**src/rtl/axi_ar_request_builder.sv**
```systemverilog
// Turns one decoded memory-read TLP into one AXI AR FIFO entry using an IDLE/CALC/PUSH sequence.
// Optional build macro AR_ADDR_ALIGN_EN: ARADDR is aligned down to the 128-byte beat.
module axi_ar_request_builder #(
    parameter int unsigned ADDR_WIDTH        = 64,
    parameter int unsigned ID_WIDTH          = 10,
    parameter int unsigned AR_CHANNEL_WIDTH  = 120,
    parameter int unsigned ADDR_LSBS_PORTION = 5
) (
    input  logic                        i_clk,
    input  logic                        i_n_rst,
    input  logic                        i_req_valid,
    output logic                        o_req_ready,
    input  logic [ADDR_WIDTH-1:0]       i_req_addr,
    input  logic [9:0]                  i_req_length,
    input  logic [ID_WIDTH-1:0]         i_req_tag,
    input  logic [15:0]                 i_req_requester_id,
    input  logic [2:0]                  i_req_tc,
    input  logic [3:0]                  i_req_fbe,
    input  logic [3:0]                  i_req_lbe,
    output logic [AR_CHANNEL_WIDTH-1:0] o_AR_CHANNEL_fifo,
    output logic                        o_ar_ch_fifo_write_inc,
    input  logic                        i_ar_ch_fifo_full,
    output logic                        o_busy
);

    localparam int unsigned LEN_W   = 10;
    localparam int unsigned TOTAL_W = 11;
    localparam int unsigned ARLEN_W = 8;
    localparam int unsigned OFF_W   = ADDR_LSBS_PORTION;
    localparam int unsigned ADDR_Q_W = ADDR_WIDTH - 2;
    localparam int unsigned ENTRY_W = ID_WIDTH + ADDR_WIDTH + ARLEN_W + 4 + 16 + 4 + 4 + 2 * OFF_W;

    typedef enum logic [1:0] {
        IDLE = 2'd0,
        CALC = 2'd1,
        PUSH = 2'd2
    } state_t;

    state_t state_q, state_d;
    logic   accept_c, push_c;
    logic   ready_q, busy_q;

    logic [ADDR_Q_W-1:0] addr_q;
    logic [LEN_W-1:0]    len_q;
    logic [ID_WIDTH-1:0] tag_q;
    logic [15:0]         rid_q;
    logic [2:0]          tc_q;
    logic [3:0]          fbe_q, lbe_q;
    logic [ENTRY_W-1:0]  entry_q, entry_c;

    logic [OFF_W-1:0]      off_c, last_dw_c;
    logic [TOTAL_W-1:0]    len_c, total_c, total_m1_c;
    logic [ARLEN_W-1:0]    arlen_c;
    logic [ADDR_WIDTH-1:0] araddr_c;

    // Byte lane bits of the address never reach the AR channel.
    logic unused_addr_lsbs;
    assign unused_addr_lsbs = ^i_req_addr[1:0];

    // State register plus registered handshake/status outputs.
    always_ff @(posedge i_clk or negedge i_n_rst) begin
        if (!i_n_rst) begin
            state_q <= IDLE;
            ready_q <= 1'b1;
            busy_q  <= 1'b0;
        end else begin
            state_q <= state_d;
            ready_q <= (state_d == IDLE);
            busy_q  <= (state_d != IDLE);
        end
    end

    // Next-state and strobe decode; the strobe follows full combinationally in PUSH.
    always_comb begin
        state_d  = state_q;
        accept_c = 1'b0;
        push_c   = 1'b0;
        case (state_q)
            IDLE: begin
                if (i_req_valid) begin
                    accept_c = 1'b1;
                    state_d  = CALC;
                end
            end
            CALC: state_d = PUSH;
            PUSH: begin
                if (!i_ar_ch_fifo_full) begin
                    push_c  = 1'b1;
                    state_d = IDLE;
                end
            end
            default: state_d = IDLE;
        endcase
    end

    // Request capture on handshake.
    always_ff @(posedge i_clk or negedge i_n_rst) begin
        if (!i_n_rst) begin
            addr_q <= '0;
            len_q  <= '0;
            tag_q  <= '0;
            rid_q  <= '0;
            tc_q   <= '0;
            fbe_q  <= '0;
            lbe_q  <= '0;
        end else if (accept_c) begin
            addr_q <= i_req_addr[ADDR_WIDTH-1:2];
            len_q  <= i_req_length;
            tag_q  <= i_req_tag;
            rid_q  <= i_req_requester_id;
            tc_q   <= i_req_tc;
            fbe_q  <= i_req_fbe;
            lbe_q  <= i_req_lbe;
        end
    end

    // Beat arithmetic: DW offset in the first beat plus length gives beats spanned and last DW.
    always_comb begin
        off_c      = addr_q[OFF_W-1:0];
        len_c      = (len_q == '0) ? TOTAL_W'(1024) : TOTAL_W'(len_q);
        total_c    = TOTAL_W'(off_c) + len_c;
        total_m1_c = total_c - TOTAL_W'(1);
        arlen_c    = ARLEN_W'(total_m1_c >> OFF_W);
        last_dw_c  = total_m1_c[OFF_W-1:0];
`ifdef AR_ADDR_ALIGN_EN
        araddr_c   = {addr_q[ADDR_Q_W-1:OFF_W], (OFF_W + 2)'(0)};
`else
        araddr_c   = {addr_q, 2'b00};
`endif
        entry_c    = {tag_q, araddr_c, arlen_c, 1'b0, tc_q, rid_q, fbe_q, lbe_q, off_c, last_dw_c};
    end

    // Entry is loaded once on CALC exit and held through any backpressure.
    always_ff @(posedge i_clk or negedge i_n_rst) begin
        if (!i_n_rst) begin
            entry_q <= '0;
        end else if (state_q == CALC) begin
            entry_q <= entry_c;
        end
    end

    assign o_req_ready            = ready_q;
    assign o_busy                 = busy_q;
    assign o_ar_ch_fifo_write_inc = push_c;
    assign o_AR_CHANNEL_fifo      = AR_CHANNEL_WIDTH'(entry_q);

endmodule

```
**config.mk**
```make
export PLATFORM = sky130hd
export DESIGN_NAME = axi_ar_request_builder
export DESIGN_NICKNAME = d
export VERILOG_FILES = /design/src/rtl/axi_ar_request_builder.sv
export SDC_FILE = /design/constraint.sdc
export NUM_CORES = 1
export LEC_CHECK = 0
export ABC_AREA = 1
export CORE_MARGIN = 1.5
export CORE_UTILIZATION = 44
export DETAILED_ROUTE_END_ITERATION = 8
export PLACE_DENSITY = 0.79
export SLEW_MARGIN = 15
export SYNTH_ARGS = -nofsm -noshare
export SYNTH_HDL_FRONTEND = slang
export SYNTH_SLANG_ARGS = --single-unit
```
**constraint.sdc**
```tcl
create_clock -name i_clk -period 2.51 [get_ports i_clk]
set_input_delay 0.3765 -clock i_clk [delete_from_list [all_inputs] [get_ports i_clk]]
set_output_delay 0.3765 -clock i_clk [all_outputs]
set_load 0.005 [all_outputs]
```
==> results by group, run 1 <==
Outcome
  • Status: completed

Worst setup path
  • Worst-path fanout max: 3
  • Crit start category: flop
  • Worst EP required: a little under 3000 ps
  • Top Family by Delay on Critical Path: adder cells
  • R2R Setup Slk: between 300 and 400 ps
  • CP bufs+invs: 3
  • CP max-delay cell: fa_1
  • WS Path Type: reg2reg
  • CP arrival: 2570 ps
  • Worst-path cell chain: inv_1 -> ha_1 -> inv_1 -> ha_1 -> inv_1 -> fa_1 -> o21ai_1 -> nand3_1 -> nand2_1 -> nand2_1 -> nand3_1 -> nand2_1
  • Setup crit end kind: flop
  • Slowest stage delay, CP: between 300 and 400 ps

Logic synthesis
  • Post-synth ARST share: 1.00
  • Cell taking the most area after synthesis: dfrtp_1
  • Post-synthesis sequential area ratio: 0.610
  • Top post-synthesis cells by area: dfrtp_1 (61%), nand2_1 (14%), o21ai_1 (6.4%)
  • Mux share of post-synthesis cell area: 0
  • Largest family of logic cells by synthesized area: simple AND/OR/NAND/NOR gates
  • Number of flops mapped to enable cells by yosys: 0
  • Synth Warn #: 0
  • Top cell type's share of synthesized area: 0.607
  • Synth cell count leaders: nand2_1 (352), dfrtp_1 (222), o21ai_1 (117)
  • Dominant synthesized flop cell: dfrtp_1
  • Cell with the most instances after synthesis: nand2_1
  • Cells after Synth: 974
  • Post-Synth Simple-Gate Area: 0.162
  • Post-Syn Area: approximately 9200 um^2
  • Adder-Cell Fraction of Synth Area: 0.0241
  • Syn_area_per_cell: between 9 and 10 um^2
  • Synth Area in Compound Gates: 0.112
  • Xor/xnor cell area share of the yosys netlist: 0.00191
  • Post-synthesis cell type count: 28
  • Seq cells post-synth: 223

STA
  • Worst hold slack: 384 ps
  • Post-route setup TNS: 0 ps
  • Worst slew pin tran: just over 600 ps
  • Clock Skew: 19.5 ps
  • Slew Limit Headroom: 0.597
  • Final worst path period need: between 2000 and 2500 ps
  • RSZ-0062 raised after global routing: false
  • Achievable clock frequency: around 0.46 GHz
  • Hold Violations, Final: 0
  • Count of final setup violators: 0
  • Slew Limit Fails: 0
  • Fin crit share: 0.867

Clock network
  • Num CTS Buffers: 24
  • Cts repair resizes: 0
  • Clk sinks: 223
  • Clk_lat worst skew: 520 ps
  • CTS tree: yes
  • Max Buffers Root-to-Sink: 3
  • Htree depth: 1
  • Root Buffer Master: clkbuf_16
  • Clk slew on worst S/H paths: about 60 ps

Global routing
  • Largest net degree at the start of global routing: 80
  • First-pass GRT wire length: roughly 34000 um
  • GRT overflow: 0
  • Vias in the first global route: ~7000
  • GRT Util Overall: 0.193
  • Initial antenna violation count: 0

Floorplanning
  • Die area: 21700 um^2
  • I/O pins: approximately 240
  • Initial Util: 0.451
  • Die width: 147 um
  • Number of core rows: between 50 and 60
  • Core box area: ~20000 um^2
  • Die height: between 100 and 150 um

Route
  • WL/cell: approximately 14 um
  • DR DRC count: 0
  • Via density: ~4.7
  • Vias: 6976
  • Post-Route WL: between 20000 and 25000 um
  • DR pass1 iterations: 4
  • Routed Antenna Nets: 0
  • Initial DRC Count: between 200 and 300

Cells and area
  • Final std cells w/o fill: between 1000 and 1500
  • Share of layout cells above drive strength 1: 0.0853
  • Area grow syn2layout: 36.5%
  • Final #Nets: roughly 1300
  • Fillers: 1651
  • Post-layout util: 0.615
  • Diodes inserted: 0
  • Final instance area: between 10000 and 15000 um^2

Placement
  • GPL Wtd Cong: slightly below 0.9
  • Placed Cells: 1444
  • Placed inst area: between 10000 and 15000 um^2
  • HPWL Detailed: approximately 14000 um
  • Port bufs: 230

Worst hold path
  • Hold Crit Class: in2reg

Power and ir drop
  • P_leak: ~6.0 nW
  • Peak VDD IR: 0.000849 V
  • Pwr Density: about 1300 nW/um^2

Flow run
  • Max-cap viol count: 0
==> routing by layer <==
metal  track usage  share of wire  vias to the layer above  wire length (um)
met1         0.256           0.44                     3266              9130
met2         0.312           0.46                      210              9660
li1              -              -                     3467                 -
met4        0.0510          0.019                        0               396
met3        0.0556          0.079                       33              1640
met5             0              0                        -                 0
==> path summary, 6_finish.rpt <==
check,from,end,cells past startpoint
min reg2reg,o_AR_CHANNEL_fifo[91]$_DFFE_PN0N_,o_AR_CHANNEL_fifo[91]$_DFFE_PN0N_,2
max reg2reg,addr_q[1]$_DFFE_PN0P_,o_AR_CHANNEL_fifo[42]$_DFFE_PN0N_,12
min in group asynchronous,i_n_rst,o_AR_CHANNEL_fifo[76]$_DFFE_PN0N_,2
max,addr_q[1]$_DFFE_PN0P_,o_AR_CHANNEL_fifo[42]$_DFFE_PN0N_,12
max in group asynchronous,i_n_rst,o_AR_CHANNEL_fifo[15]$_DFFE_PN0N_,3
min,i_req_addr[56],addr_q[54]$_DFFE_PN0P_,3
==> flip-flops by register name, summed over array words and instances, names as in the netlist <==
register,flops
o_AR_CHANNEL_fifo,110
addr_q,62
rid_q,16
len_q,10
tag_q,10
fbe_q,4
lbe_q,4
tc_q,3
state_q,2
o_busy,1
o_req_ready,1
==> cell usage in the layout (no fill, tap or decap), types with 7 or more instances in the layout <==
| cell type | instances |
|---|---|
| nand2_1 | 352 |
| clkdlybuf4s50_1 | 229 |
| dfrtp_1 | 222 |
| o21ai_1 | 117 |
| inv_1 | 110 |
| o21ai_2 | 35 |
| clkbuf_16 | 24 |
| o21ai_0 | 16 |
| ha_1 | 16 |
| buf_4 | 15 |
| nor2_1 | 13 |
| nand3_1 | 13 |
| buf_12 | 8 |
| a21oi_1 | 7 |
| clkbuf_1 | 7 |
==> cell type report <==
class,count,area [um^2],area share
sequential,223,5580,0.447
multi-input combinational,584,2760,0.221
timing repair buffer,254,2590,0.207
clock buffer,36,696,0.0557
inverter,114,438,0.0351
tap,270,338,0.0270
clock inverter,8,87.6,0.00701
==> per-stage QoR <==
step	setup WS (ps)	power, W
2_1_floorplan	566	0.00993
5_1_grt	179	0.0175
4_1_cts	360	0.0164
3_3_place_gp	385	0.0126
3_5_place_dp	368	0.0128
6_report	334	0.0162
==> logic make-up after synthesis <==
kind of cell / Yosys count
AOI/OAI and AO/OA: 177
xor gates and xnor gates: 2
adders and majority gates: 17
buffers and inverters: 171
DFF: 223
other: 1
and+or+nand+nor: 383
==> tightest hold or removal path: cells and delay by family <==
family,cells,cell delay (ps)
and+or+nand+nor,2,100
buffers and inverters,1,390
==> where the power goes <==
group	total [W]	switching [W]	internal (W)	leakage, nW
logic	0.00673	0.00353	0.00320	2.84
registers	0.00602	0.000767	0.00526	2.79
clock network	0.00347	0.00143	0.00203	0.379
==> repair_timing <==
item,in CTS,in global routing
hold endpoints to repair,67,0
hold buffers,1,0
setup buffers,0,0
(Power assumes the default switching activity.)
==> run 2: changes to the inputs <==
--- a/config.mk
+++ b/config.mk
@@ -7,5 +7,5 @@
 export LEC_CHECK = 0
 export ABC_AREA = 1
-export CORE_MARGIN = 1.5
+export CORE_MARGIN = 3
 export CORE_UTILIZATION = 44
 export DETAILED_ROUTE_END_ITERATION = 8
==> constraint.sdc (replaced) <==
create_clock -name i_clk -period 2.51 [get_ports i_clk]
set_input_delay 0.251 -clock i_clk [delete_from_list [all_inputs] [get_ports i_clk]]
set_output_delay 0.251 -clock i_clk [all_outputs]
set_load 0.005 [all_outputs]
==> run 2 against run 1 <==
Worst hold slack lost 100 ps. Sequential share of layout area barely moved. First-iteration DRC count up 22%. Utilization is 0.16 points lower. Critical path type unchanged. Highest routed layer unchanged. Clock skew is 12 ps lower. Largest power group unchanged.
==> results by group, run 2 (same netlist as run 1, synthesis figures left out) <==
STA
  • Count of final setup violators: 0
  • Post-route setup TNS: 0 ps
  • RSZ-0062 raised after global routing: false
  • Slew Limit Headroom: 0.616
  • Clock Skew: 7.64 ps
  • Worst slew pin tran: approximately 580 ps
  • Hold Violations, Final: 0
  • Achievable clock frequency: roughly 0.47 GHz
  • Final worst path period need: 2130 ps
  • Fin crit share: 0.848
  • Slew Limit Fails: 0

Clock network
  • Post-CTS Setup Inserts: 0
  • Root Buffer Master: clkbuf_16
  • Cts repair resizes: 0
  • Htree depth: 1
  • Num CTS Buffers: 24
  • Clk sinks: between 200 and 250
  • CTS hold repair buffers: 1
  • Clk_lat worst skew: about 500 ps
  • Max Buffers Root-to-Sink: 3
  • CTS tree: yes
  • Clk slew on worst S/H paths: ~60 ps

Worst setup path
  • RR Startpoint: addr_q[1]$_DFFE_PN0P_
  • Worst EP required: around 2900 ps
  • R2R Setup Slk: about 380 ps
  • Worst-path fanout max: 3
  • FF-to-FF End: o_AR_CHANNEL_fifo[42]$_DFFE_PN0N_
  • CP arrival: ~2500 ps
  • WS Path Type: reg2reg
  • Reg2reg path depth: 12
  • Setup crit end kind: flop
  • Crit start category: flop

Floorplanning
  • Die width: 150 um
  • Die area: between 20000 and 25000 um^2
  • Number of core rows: 52
  • Core box area: around 20000 um^2
  • Initial Util: 0.449
  • I/O pins: about 240
  • Die height: ~150 um

Placement
  • Placed Cells: between 1000 and 1500
  • Port bufs: 230
  • GPL Wtd Cong: between 0.8 and 0.9
  • HPWL Detailed: ~15000 um
  • Placed inst area: roughly 12000 um^2

Route
  • Via density: approximately 4.7
  • Initial DRC Count: approximately 310
  • Vias: approximately 7000
  • DR DRC count: 0
  • WL/cell: ~14 um
  • Routed Antenna Nets: 0
  • DR pass1 iterations: 4
  • Post-Route WL: 21300 um

Worst hold path
  • Hold-critical path endpoint: addr_q[58]$_DFFE_PN0P_
  • Worst Hold Path Cells: 3
  • Hold wc startpoint: i_req_addr[60]
  • Hold Crit Class: in2reg

Global routing
  • Vias in the first global route: roughly 7000
  • Initial antenna violation count: 0
  • GRT overflow: 0
  • First-pass GRT wire length: about 35000 um
  • GRT Util Overall: 0.189
  • Largest net degree at the start of global routing: 75

Cells and area
  • Commonest non-fill, non-tap cell in the layout: nand2_1
  • Commonest non-fill, non-tap cells in the layout: nand2_1 (352), clkdlybuf4s50_1 (229), dfrtp_1 (222), o21ai_1 (117), inv_1 (110)
  • Final #Nets: 1324
  • Share of layout cells above drive strength 1: 0.0803
  • Seq. cell area: 5580 um^2
  • Final instance area: around 12000 um^2
  • Max reg flops: 110
  • Area grow syn2layout: 36.6%
  • Area of the multi-input gates: ~2800 um^2
  • Diodes inserted: 0
  • Fillers: 1746
  • Final std cells w/o fill: 1478

Power and ir drop
  • Peak VDD IR: 0.000645 V
  • P_leak: around 6 nW
  • Pwr Density: about 1300 nW/um^2
  • Tot Pwr: ~0.017 W

Flow run
  • Max-cap viol count: 0

Outcome
  • Status: completed
run 2: layer usage:
layer | wire length [um] | part of all wire | vias to the layer above | GRT usage
met3 | 2010 | 0.094 | 40 | 0.0632
met4 | 513 | 0.024 | 0 | 0.0508
met1 | 9180 | 0.43 | 3286 | 0.251
met5 | 0 | 0 | - | 0
li1 | - | - | 3433 | -
met2 | 9560 | 0.45 | 221 | 0.300
run 2: worst max path at each step:
stage / start / endpoint / slack, ps / cells after the start
2_1_floorplan: addr_q[1]$_DFFE_PN0P_ / o_AR_CHANNEL_fifo[42]$_DFFE_PN0N_ / 570 / 12
3_5_place_dp: addr_q[1]$_DFFE_PN0P_ / o_AR_CHANNEL_fifo[42]$_DFFE_PN0N_ / 370 / 12
4_1_cts: addr_q[1]$_DFFE_PN0P_ / o_AR_CHANNEL_fifo[42]$_DFFE_PN0N_ / 370 / 12
5_1_grt: len_q[6]$_DFFE_PN0P_ / o_AR_CHANNEL_fifo[42]$_DFFE_PN0N_ / 160 / 14
3_3_place_gp: addr_q[1]$_DFFE_PN0P_ / o_AR_CHANNEL_fifo[42]$_DFFE_PN0N_ / 410 / 12
6_report: addr_q[1]$_DFFE_PN0P_ / o_AR_CHANNEL_fifo[42]$_DFFE_PN0N_ / 380 / 12
run 2: metrics by stage:
step                hold slack, ps  utilization  worst slack, ps
floorplan                    -44.6            -              566
CTS                            260        0.614              375
finish                         282        0.614              382
global placement               266        0.571              408
global route                   285        0.614              162
detailed placement             260        0.571              371
run 2: final cells by class:
type / instances / area share
Clock buffer: 33 / 0.0565
Tap cell: 270 / 0.0270
Clock inverter: 9 / 0.0122
Sequential cell: 223 / 0.447
Multi-Input combinational cell: 584 / 0.221
Timing Repair Buffer: 245 / 0.202
Inverter: 114 / 0.0350
run 2: worst max-delay path, stage by stage (launching register included):
cell and delay (ps):
dfrtp_1 360, inv_1 90, ha_1 230, inv_1 50, ha_1 180, inv_1 60, fa_1 400, o21ai_1 270
nand3_1 130, nand2_1 80, nand2_1 50, nand3_1 60, nand2_1 50
run 2: power by group:
group          leakage (nW)  total (W)  internal [W]  switching (W)
registers              2.79    0.00603       0.00526       0.000770
logic                  2.79    0.00674       0.00318        0.00356
clock network         0.412    0.00378       0.00237        0.00141
total                  5.99     0.0165        0.0108        0.00574
